--- src/rtl/i2c_slave_regfile.sv ---
// -----------------------------------------------------------------------------
// i2c_slave_regfile
//
// I2C slave that exposes a small 8-bit register file. The whole block runs in
// the clk domain. SCL and SDA are oversampled through synchronisers, and the
// bus protocol is decoded from edges of the synchronised lines.
//
// Bus protocol:
//   write : START, {ADDR,0}, pointer, data, data, ..., STOP
//   read  : START, {ADDR,1}, data, data, ..., STOP
//   The pointer auto-increments after every written byte and after every byte
//   read that the master ACKs. It wraps from NUM_REGS-1 to 0, and it persists
//   across transactions.
//
// Parameters:
//   ADDR      7-bit slave address that this block answers to
//   NUM_REGS  depth of the register file (2..256)
//   PW        width of the register pointer
//
// Ports:
//   clk         system clock; every flop is clocked on its rising edge
//   rst         synchronous, active-high reset
//   scl         raw I2C clock line, asynchronous to clk
//   sda_in      raw I2C data line, asynchronous to clk
//   sda_oe      1 pulls SDA low (open-drain), 0 releases it
//   host_addr   host-side read index
//   host_rdata  regs[host_addr], combinational
//   wr_strobe   one-clk pulse when a bus write commits a register
//   wr_ptr      index of the committed register, valid with wr_strobe
//   busy        high from an address match until STOP or a NACK exit
// -----------------------------------------------------------------------------
module i2c_slave_regfile #(
  parameter logic [6:0] ADDR     = 7'd101,
  parameter int         NUM_REGS = 16,
  parameter int         PW       = $clog2(NUM_REGS)
) (
  input  logic          clk,
  input  logic          rst,
  input  logic          scl,
  input  logic          sda_in,
  output logic          sda_oe,
  input  logic [PW-1:0] host_addr,
  output logic [7:0]    host_rdata,
  output logic          wr_strobe,
  output logic [PW-1:0] wr_ptr,
  output logic          busy
);

  // ---------------------------------------------------------------------------
  // FSM encoding
  // ---------------------------------------------------------------------------
  localparam logic [3:0] S_IDLE      = 4'd0;
  localparam logic [3:0] S_ADDR      = 4'd1;
  localparam logic [3:0] S_ADDR_ACK  = 4'd2;
  localparam logic [3:0] S_PTR       = 4'd3;
  localparam logic [3:0] S_PTR_ACK   = 4'd4;
  localparam logic [3:0] S_WDATA     = 4'd5;
  localparam logic [3:0] S_WACK      = 4'd6;
  localparam logic [3:0] S_RDATA     = 4'd7;
  localparam logic [3:0] S_RACK      = 4'd8;
  localparam logic [3:0] S_WAIT_STOP = 4'd9;

  // ---------------------------------------------------------------------------
  // Synchronisers: q1/q2 form the two-flop synchroniser, and q3 holds the
  // previous synchronised value for edge detection. They reset to 1, so the
  // bus looks idle coming out of reset and no false edge is seen.
  // ---------------------------------------------------------------------------
  logic scl_q1, scl_q2, scl_q3;
  logic sda_q1, sda_q2, sda_q3;

  // NOTE: sequential state is always updated with non-blocking assignments, so
  // that every flop samples the pre-edge value of the flops that feed it.
  always_ff @(posedge clk) begin
    if (rst) begin
      {scl_q3, scl_q2, scl_q1} <= 3'b111;
      {sda_q3, sda_q2, sda_q1} <= 3'b111;
    end else begin
      {scl_q3, scl_q2, scl_q1} <= {scl_q2, scl_q1, scl};
      {sda_q3, sda_q2, sda_q1} <= {sda_q2, sda_q1, sda_in};
    end
  end

  logic scl_rise, scl_fall, start_det, stop_det;

  assign scl_rise  =  scl_q2 & ~scl_q3;
  assign scl_fall  = ~scl_q2 &  scl_q3;
  // A START or STOP condition is an SDA edge while SCL is stable high.
  assign start_det = scl_q2 & scl_q3 &  sda_q3 & ~sda_q2;
  assign stop_det  = scl_q2 & scl_q3 & ~sda_q3 &  sda_q2;

  // ---------------------------------------------------------------------------
  // Datapath state
  // ---------------------------------------------------------------------------
  logic [3:0]    state;
  logic [2:0]    bit_cnt;
  logic [7:0]    shift_reg;
  logic          rw;
  logic          phase;     // ACK states: ACK driven. RDATA: last bit sent. RACK: master ACKed.
  logic [PW-1:0] ptr;
  logic [7:0]    regs [NUM_REGS];

  logic [7:0]    rx_byte;
  logic          byte_done;
  logic          ptr_ok;
  logic [PW-1:0] ptr_next;
  logic [7:0]    rd_byte;

  // Byte assembled from the shift register plus the bit being sampled now,
  // so that the decision can be taken on the 8th rising edge itself.
  assign rx_byte   = {shift_reg[6:0], sda_q2};
  assign byte_done = (bit_cnt == 3'd7);
  assign ptr_ok    = (int'(rx_byte) < NUM_REGS);
  assign ptr_next  = (ptr == PW'(NUM_REGS - 1)) ? '0 : ptr + PW'(1);
  assign rd_byte   = regs[ptr];

  // ---------------------------------------------------------------------------
  // Protocol FSM and register file
  //
  // Received bits are shifted in on SCL rising edges. sda_oe changes only on
  // SCL falling edges, so SDA never moves under a high SCL. The exceptions are
  // START, STOP and reset, each of which releases the line at once.
  // ---------------------------------------------------------------------------
  always_ff @(posedge clk) begin
    if (rst) begin
      state     <= S_IDLE;
      bit_cnt   <= '0;
      shift_reg <= '0;
      rw        <= 1'b0;
      phase     <= 1'b0;
      ptr       <= '0;
      sda_oe    <= 1'b0;
      wr_strobe <= 1'b0;
      wr_ptr    <= '0;
      busy      <= 1'b0;
      // NOTE: the register file is reset explicitly because it must read back
      // as all-zero after reset. This forces it into flops rather than RAM.
      for (int i = 0; i < NUM_REGS; i++) begin
        regs[i] <= 8'h00;
      end
    end else begin
      wr_strobe <= 1'b0;

      if (start_det) begin
        // A START, first or repeated, abandons any partial byte.
        // busy is left alone: a repeated START inside our own transaction
        // stays busy, and a START to another address clears busy on the
        // mismatch.
        state   <= S_ADDR;
        bit_cnt <= '0;
        phase   <= 1'b0;
        sda_oe  <= 1'b0;
      end else if (stop_det) begin
        state   <= S_IDLE;
        bit_cnt <= '0;
        phase   <= 1'b0;
        sda_oe  <= 1'b0;
        busy    <= 1'b0;
      end else begin
        case (state)
          S_ADDR: begin
            if (scl_rise) begin
              shift_reg <= rx_byte;
              bit_cnt   <= bit_cnt + 3'd1;
              if (byte_done) begin
                if (rx_byte[7:1] == ADDR) begin
                  rw    <= rx_byte[0];
                  busy  <= 1'b1;
                  phase <= 1'b0;
                  state <= S_ADDR_ACK;
                end else begin
                  busy  <= 1'b0;
                  state <= S_WAIT_STOP;
                end
              end
            end
          end

          S_ADDR_ACK: begin
            if (scl_fall) begin
              if (!phase) begin
                sda_oe <= 1'b1;
                phase  <= 1'b1;
              end else begin
                phase   <= 1'b0;
                bit_cnt <= '0;
                if (rw) begin
                  // The first read bit goes out on the same fall that ends
                  // the ACK.
                  shift_reg <= rd_byte;
                  sda_oe    <= ~rd_byte[7];
                  state     <= S_RDATA;
                end else begin
                  sda_oe <= 1'b0;
                  state  <= S_PTR;
                end
              end
            end
          end

          S_PTR: begin
            if (scl_rise) begin
              shift_reg <= rx_byte;
              bit_cnt   <= bit_cnt + 3'd1;
              if (byte_done) begin
                if (ptr_ok) begin
                  ptr   <= rx_byte[PW-1:0];
                  phase <= 1'b0;
                  state <= S_PTR_ACK;
                end else begin
                  // The pointer is out of range: NACK by not driving, and
                  // keep the old pointer.
                  busy  <= 1'b0;
                  state <= S_WAIT_STOP;
                end
              end
            end
          end

          S_PTR_ACK, S_WACK: begin
            if (scl_fall) begin
              if (!phase) begin
                sda_oe <= 1'b1;
                phase  <= 1'b1;
              end else begin
                sda_oe  <= 1'b0;
                phase   <= 1'b0;
                bit_cnt <= '0;
                state   <= S_WDATA;
              end
            end
          end

          S_WDATA: begin
            if (scl_rise) begin
              shift_reg <= rx_byte;
              bit_cnt   <= bit_cnt + 3'd1;
              if (byte_done) begin
                regs[ptr] <= rx_byte;
                wr_strobe <= 1'b1;
                wr_ptr    <= ptr;
                ptr       <= ptr_next;
                phase     <= 1'b0;
                state     <= S_WACK;
              end
            end
          end

          S_RDATA: begin
            if (scl_rise) begin
              bit_cnt <= bit_cnt + 3'd1;
              if (byte_done) begin
                phase <= 1'b1;
              end
            end else if (scl_fall) begin
              if (phase) begin
                // All 8 bits are sent. Release SDA so the master can ACK.
                sda_oe <= 1'b0;
                phase  <= 1'b0;
                state  <= S_RACK;
              end else begin
                shift_reg <= {shift_reg[6:0], 1'b0};
                sda_oe    <= ~shift_reg[6];
              end
            end
          end

          S_RACK: begin
            if (scl_rise) begin
              if (!sda_q2) begin
                ptr   <= ptr_next;
                phase <= 1'b1;
              end else begin
                busy  <= 1'b0;
                state <= S_WAIT_STOP;
              end
            end else if (scl_fall && phase) begin
              // rd_byte already reflects the incremented pointer, because the
              // rise and this fall are always more than one clk apart.
              shift_reg <= rd_byte;
              sda_oe    <= ~rd_byte[7];
              bit_cnt   <= '0;
              phase     <= 1'b0;
              state     <= S_RDATA;
            end
          end

          S_WAIT_STOP: begin
            sda_oe <= 1'b0;
          end

          default: begin
            state  <= S_IDLE;
            sda_oe <= 1'b0;
          end
        endcase
      end
    end
  end

  // ---------------------------------------------------------------------------
  // Host read port. A bus write to the same index shows up one clk later,
  // because regs is a flop array.
  // ---------------------------------------------------------------------------
  // NOTE: the default assignment at the top of always_comb keeps the output
  // driven on every path, so no latch is inferred.
  always_comb begin
    host_rdata = 8'h00;
    if (int'(host_addr) < NUM_REGS) begin
      host_rdata = regs[host_addr];
    end
  end

endmodule
--- config.mk ---
export PLATFORM = sky130hd
export DESIGN_NAME = i2c_slave_regfile
export DESIGN_NICKNAME = d
export VERILOG_FILES = /design/src/rtl/i2c_slave_regfile.sv
export SDC_FILE = /design/constraint.sdc
export NUM_CORES = 1
export LEC_CHECK = 0
export CAP_MARGIN = 20
export CORE_UTILIZATION = 60
export CTS_CLUSTER_DIAMETER = 30
export CTS_CLUSTER_SIZE = 20
export DETAILED_ROUTE_END_ITERATION = 10
export GPL_TIMING_DRIVEN = 0
export MAX_ROUTING_LAYER = met4
export PLACE_DENSITY = 0.87
export SETUP_SLACK_MARGIN = 0.3
export SYNTH_ARGS = -nofsm -noshare
export SYNTH_HDL_FRONTEND = slang
export SYNTH_SLANG_ARGS = --single-unit
--- constraint.sdc ---
create_clock -name clk -period 3.39 [get_ports clk]
set_input_delay 0.678 -clock clk [delete_from_list [all_inputs] [get_ports clk]]
set_output_delay 0.678 -clock clk [all_outputs]
set_load 0.01 [all_outputs]
=== Word level (Yosys, flattened, before mapping) ===
Memories as Yosys holds them, arrays and structs flattened. A register that Yosys moved wholly into a read port is not among the register bits.
Cells that the tools add are included.

* $mul: 0
* Add/sub/neg operators: 2
* Mux-type cells: 97
* Order comparisons: 1
* Divide/modulo/power cells: 0
* Bitwise operators: 17
* Shift-type cells: 0
* Equal/unequal tests: 65
* Reductions and logical operators: 22

{| class="wikitable"
|+ Operator list
! cell !! number
|-
| 4-bit two-way mux || 29
|-
| 7-bit two-way mux || 9
|-
| 4-bit inequality test (second input constant) || 13
|-
| 1-bit two-way mux || 45
|-
| 2-bit inequality test (second input constant) || 21
|-
| 3-bit inequality test (second input constant) || 13
|-
| 4-bit one-hot mux with 8 select lines || 1
|-
| 16-bit AND reduction || 2
|-
| 7-bit one-hot mux with 4 select lines || 1
|-
| 3-bit two-way mux || 6
|-
| 4-bit by 3-bit equality test with 1-bit output (second input constant) || 4
|-
| 14-bit AND reduction || 1
|-
| 4-bit equality test (second input constant) || 3
|-
| 4-bit one-hot mux with 3 select lines || 1
|-
| 12-bit AND reduction || 1
|-
| 6-bit AND reduction || 2
|-
| 5-bit inequality test (second input constant) || 2
|-
| 1-bit inverter || 10
|-
| 10-bit AND reduction || 1
|-
| 3-bit one-hot mux with 3 select lines || 1
|-
| 9-bit AND reduction || 1
|-
| 3-bit OR reduction || 3
|-
| 4-bit by 2-bit equality test with 1-bit output (second input constant) || 2
|-
| 8-bit by 5-bit < comparator with 1-bit output (second input constant) || 1
|-
| 20 further kinds || 31
|}

* Bits in latches: 0
* Flip-flop bits (word level): 33
* Bits of input ports: 8
* Memories: 1
* Bits in read-only memories: 0
* Memory bits (writable): 128
* Output and inout port bits: 15
* Word-level logic and storage cells: 222

{| class="wikitable"
|+ Memory list
! memory !! words !! width !! read ports !! clocked after Yosys merged registers in !! write ports !! line !! text
|-
| regs || 16 || 8 || 2 || 1 || 16 || 100 || <nowiki>logic [7:0] regs [NUM_REGS];</nowiki>
|}

=== Depth between registers and ports, before layout ===
* Depth after elaboration: 10
* Mapped depth: 11
* Depth with buffers taken out: 8

=== Least setup slack after synthesis ===
OpenSTA, ideal clock, no wires.

* Path kind: input to output
* Start point: input port host_addr[0]
* End point: output port host_rdata[0]
* Stages: 4
* Slack: 0.492 ns
* Path buffers: 2
* Required time: 2.712 ns
* Data arrival time: 2.220 ns
* Cells stage by stage: clkbuf_1 -> buf_2 -> mux4_2 -> mux4_2

* Longest elaborated chain between the ends: 1

{| class="wikitable"
|+ RTL lines
! what !! line !! text
|-
| from (decl) || 42 || <nowiki>input logic [PW-1:0] host_addr,</nowiki>
|-
| memory read 16 x 8 bit || n/a ||
|-
| to (decl) || 43 || <nowiki>output logic [7:0] host_rdata,</nowiki>
|}

Every way passes these cells.

=== Worst setup path after layout ===
* Start point: input port host_addr[0]
* End point: output port host_rdata[5]

Same word-level chain as after synthesis.

==> metrics.md <==
| Metric | Value |
|---|---|
| Run status | complete, but fails checks |
| DP HPWL | 18.5 mm |
| DRC errors left | 2 |
| Final clock period utilization by the worst path | 90.2% |
| Clock share of power | 38.4% |
| Max VDD drop | approximately 0.36 mV |
| Num ports | 23 |
| Number of unique standard cell types used by synthesis | 60 |
| Clock sink total | 165 |
| Dominant register cell in the synthesized netlist | edfxtp_1 |
| Post-synth top cells | and3_1, edfxtp_1, mux4_2 |
| GP Congestion | 0.943 |
| Class of the tightest hold or removal check | reg2reg |
| Area leader, netlist | edfxtp_1 |
| Transition time at the pin with the least slew margin | 0.892 ns |
| Setup slack after placement | -0.713 ns |
| Routed len/inst | slightly below 30 um |
| Max frequency | between 300 and 400 MHz |
| Quantity of I/O buffers inserted on ports | 18 |
| Detail-routed via count per cell | about 7.6 |
| Switching Fraction | ~28% |
| Final Critical Period | 3.06 ns |
| Synth Register Bits | 165 |
| H-Tree Depth | 4 |
| Height of the chip | about 130 um |
| X dimension of the die | 125 um |
| Setup slack on the worst flop-to-flop path | 0.45 ns |
| Global-route wire length before repair | a little over 40 mm |
| Most repeated cell in the gate-level netlist after synthesis | and3_1 |
| Busiest layer in global routing | met2 |
| PD cells | 519 nW/um2 |
| Number of max-capacitance violations reported | 0 |
| Antenna violations before repair | 0 |
| Number of placed cells counting well taps | 888 |
| Total power of the final layout | approximately 5.3 mW |
| Post-cts hold buffer count | 0 |
| Critical path fanouts, max | 10 |
| Mapped cell area | 9140 um2 |
| RSZ-0062 raised after global routing | yes |
| Clk Tree Root Cell | clkbuf_16 |
| Max-slew headroom at the worst pin | 40.1% |
| Clock Skew | 0.00967 ns |
| Cells taking the most area after synthesis | edfxtp_1, mux4_2, and3_1, dfxtp_1, clkbuf_1 |
| Total Die Area | 15700 um2 |
| Post-synth EDFFs | about 130 |
| Vias | 7036 |
| Sort of element at the start of the critical path | input pin |
| Setup CP Type | in2out |
| Number of nets with antenna violations after routing | 0 |
| Share of total power in combinational logic | 17.4% |
| Register share of total power | 44.2% |
| GRT met1 Usage | 49.1% |
| Post-Synthesis Net Count | 703 |
| Pin count of the biggest net entering global routing | 17 |
| Worst EP required | 2.71 ns |
| Fraction of final layout cells with drive strength greater than 1 | 22.7% |
| Met2 GRT Util | approximately 52% |
| Flip-flop count of the largest register, all copies and words added | 128 |
| Final worst setup slack | 0.331 ns |
| Leakage power | 4.04 nW |
| First DRT Iteration DRCs | approximately 1300 |
| Crit path capture type | output pin |
| Total grt overflow | 0 |
| Post-route non-filler standard cell count | approximately 900 |
| Proportion of synthesized chip area in sequential cells | 50.2% |
| Via count of the first global-routing pass | 6536 |
| Clock Tree Buf Depth | 2 |
| Yosys top cell area share | a little over two fifths |
| Final setup fails | 0 |
| Final Max Tran Viols | 0 |
| Sw power | 1.52 mW |
| Average cell area after synthesis | about 13 um2 |
| Post-synth ARST share | 0% |
| Area added between synthesis and finish | 12.6% |
| Internal Pwr Total | 3.82 mW |
| Number of detailed-route iterations in the first pass | 9 |
| Instance count of the mapped netlist | 686 |
| Clock-pin slew on the worst setup and hold paths | 0.06 ns |
| Worst EP arrival | between 2 and 2.5 ns |
| Violated checks | design-rule violations |
| M3 GR Usage | about a tenth |
| Worst-skew pair later-pin latency | 0.44 ns |
| Clock tree from TritonCTS | yes |
| Initial standard-cell utilization of the core | 62.2% |
| Count of inserted antenna diode cells | 0 |
| Post-detailed-routing wire length | 27.1 mm |
| Clock buffers created by TritonCTS | 17 |
| Global-route usage over all layers | 36.9% |
| Nets | 744 |
| Number of failing hold endpoints at the final stage | 0 |
| Standard cell core area | 14700 um2 |
| Yosys Warn Count | 0 |
| Cell row count | 44 |
==> metrics by stage <==
stage	hold slack, ns	util, %	setup TNS (ns)	area, um2
final	0.411	70.0	0	10300
after floorplan	0.389	-	0	9140
after CTS	0.414	70.0	0	10300
after global routing	0.421	70.0	0	10300
after global placement	0.393	65.0	-4.77	9550
after detailed placement	0.397	65.0	-5.42	9550
==> cell families (layout without fill, tap and decap cells) <==
logic type               Yosys count  in the layout  share of synthesized area (%)
XOR/XNOR                           1              1                          0.178
AND/OR/NAND/NOR                  227            227                           14.7
flip-flops                       165            165                           50.2
AO/OA/AOI/OAI                    101            101                           7.89
adder cells (fa/ha/maj)            9              9                           1.23
multiplexers                      89             89                           20.6
buffers and inverters             94            148                           5.22
==> what timing repair did <==
action / in CTS / in global routing
resized for setup: 36 / 6
setup endpoints to repair: 40 / 37
cloned: 1 / 0
buffers inserted: 2 / 1
hold endpoints to repair: 0 / 0
==> final cells by class <==
cell class	count	area, um2
clock buffer	17	425
sequential	165	4580
inverter	13	48.8
fill	958	4410
timing repair buffer	22	220
multi-input combinational	427	4080
buffer	81	505
clock inverter	15	198
tap	184	230
==> placed cells by master, fill, tap and decap left out, types with 5 or more instances in the layout <==
master	instances
ha_1	9
and3_1	135
a21o_1	18
mux2i_1	9
nand2_1	16
a31oi_1	8
a211oi_1	5
buf_1	5
clkbuf_16	17
o21ai_1	5
mux4_2	79
edfxtp_1	128
a221o_1	6
buf_2	9
a21oi_1	18
or2_2	5
inv_1	11
buf_6	16
clkdlybuf4s50_1	9
buf_4	6
a311oi_1	5
nor2b_1	11
o21ai_0	13
nor2_1	30
clkbuf_1	44
dfxtp_1	37
==> metal layers <==
metal  share of wire [%]  up-vias  wire, um
li1                    -     2799         -
met1                  35     3436      9420
met2                  44      671     11900
met3                  16      130      4250
met4                 5.4        0      1450
met5                   0        -         0
==> path summary, 6_finish.rpt <==
kind                                 endpoint    startpoint  cells past startpoint
worst max register to register     regs[5][1]        scl_q2                      9
worst max-delay path            host_rdata[5]  host_addr[0]                      5
worst min register to register         scl_q2        scl_q1                      1
worst min-delay path                   scl_q2        scl_q1                      1
==> critical path, stage by stage <==
cell and delay, ns:
clkbuf_8 0.18, buf_12 0.17, mux4_2 0.55, mux4_2 0.48, dlygate4sd2_1 0.31
==> power groups by stage <==
stage | sequential (mW) | combinational (mW) | clock, mW
2_1_floorplan | 2.36 | 0.623 | 0
3_5_place_dp | 2.39 | 0.881 | 0
6_report | 2.36 | 0.929 | 2.05
4_1_cts | 2.35 | 0.899 | 2.04
5_1_grt | 2.36 | 0.986 | 2.11
3_3_place_gp | 2.38 | 0.869 | 0
No activity file was read; power rests on OpenSTA's default activity.
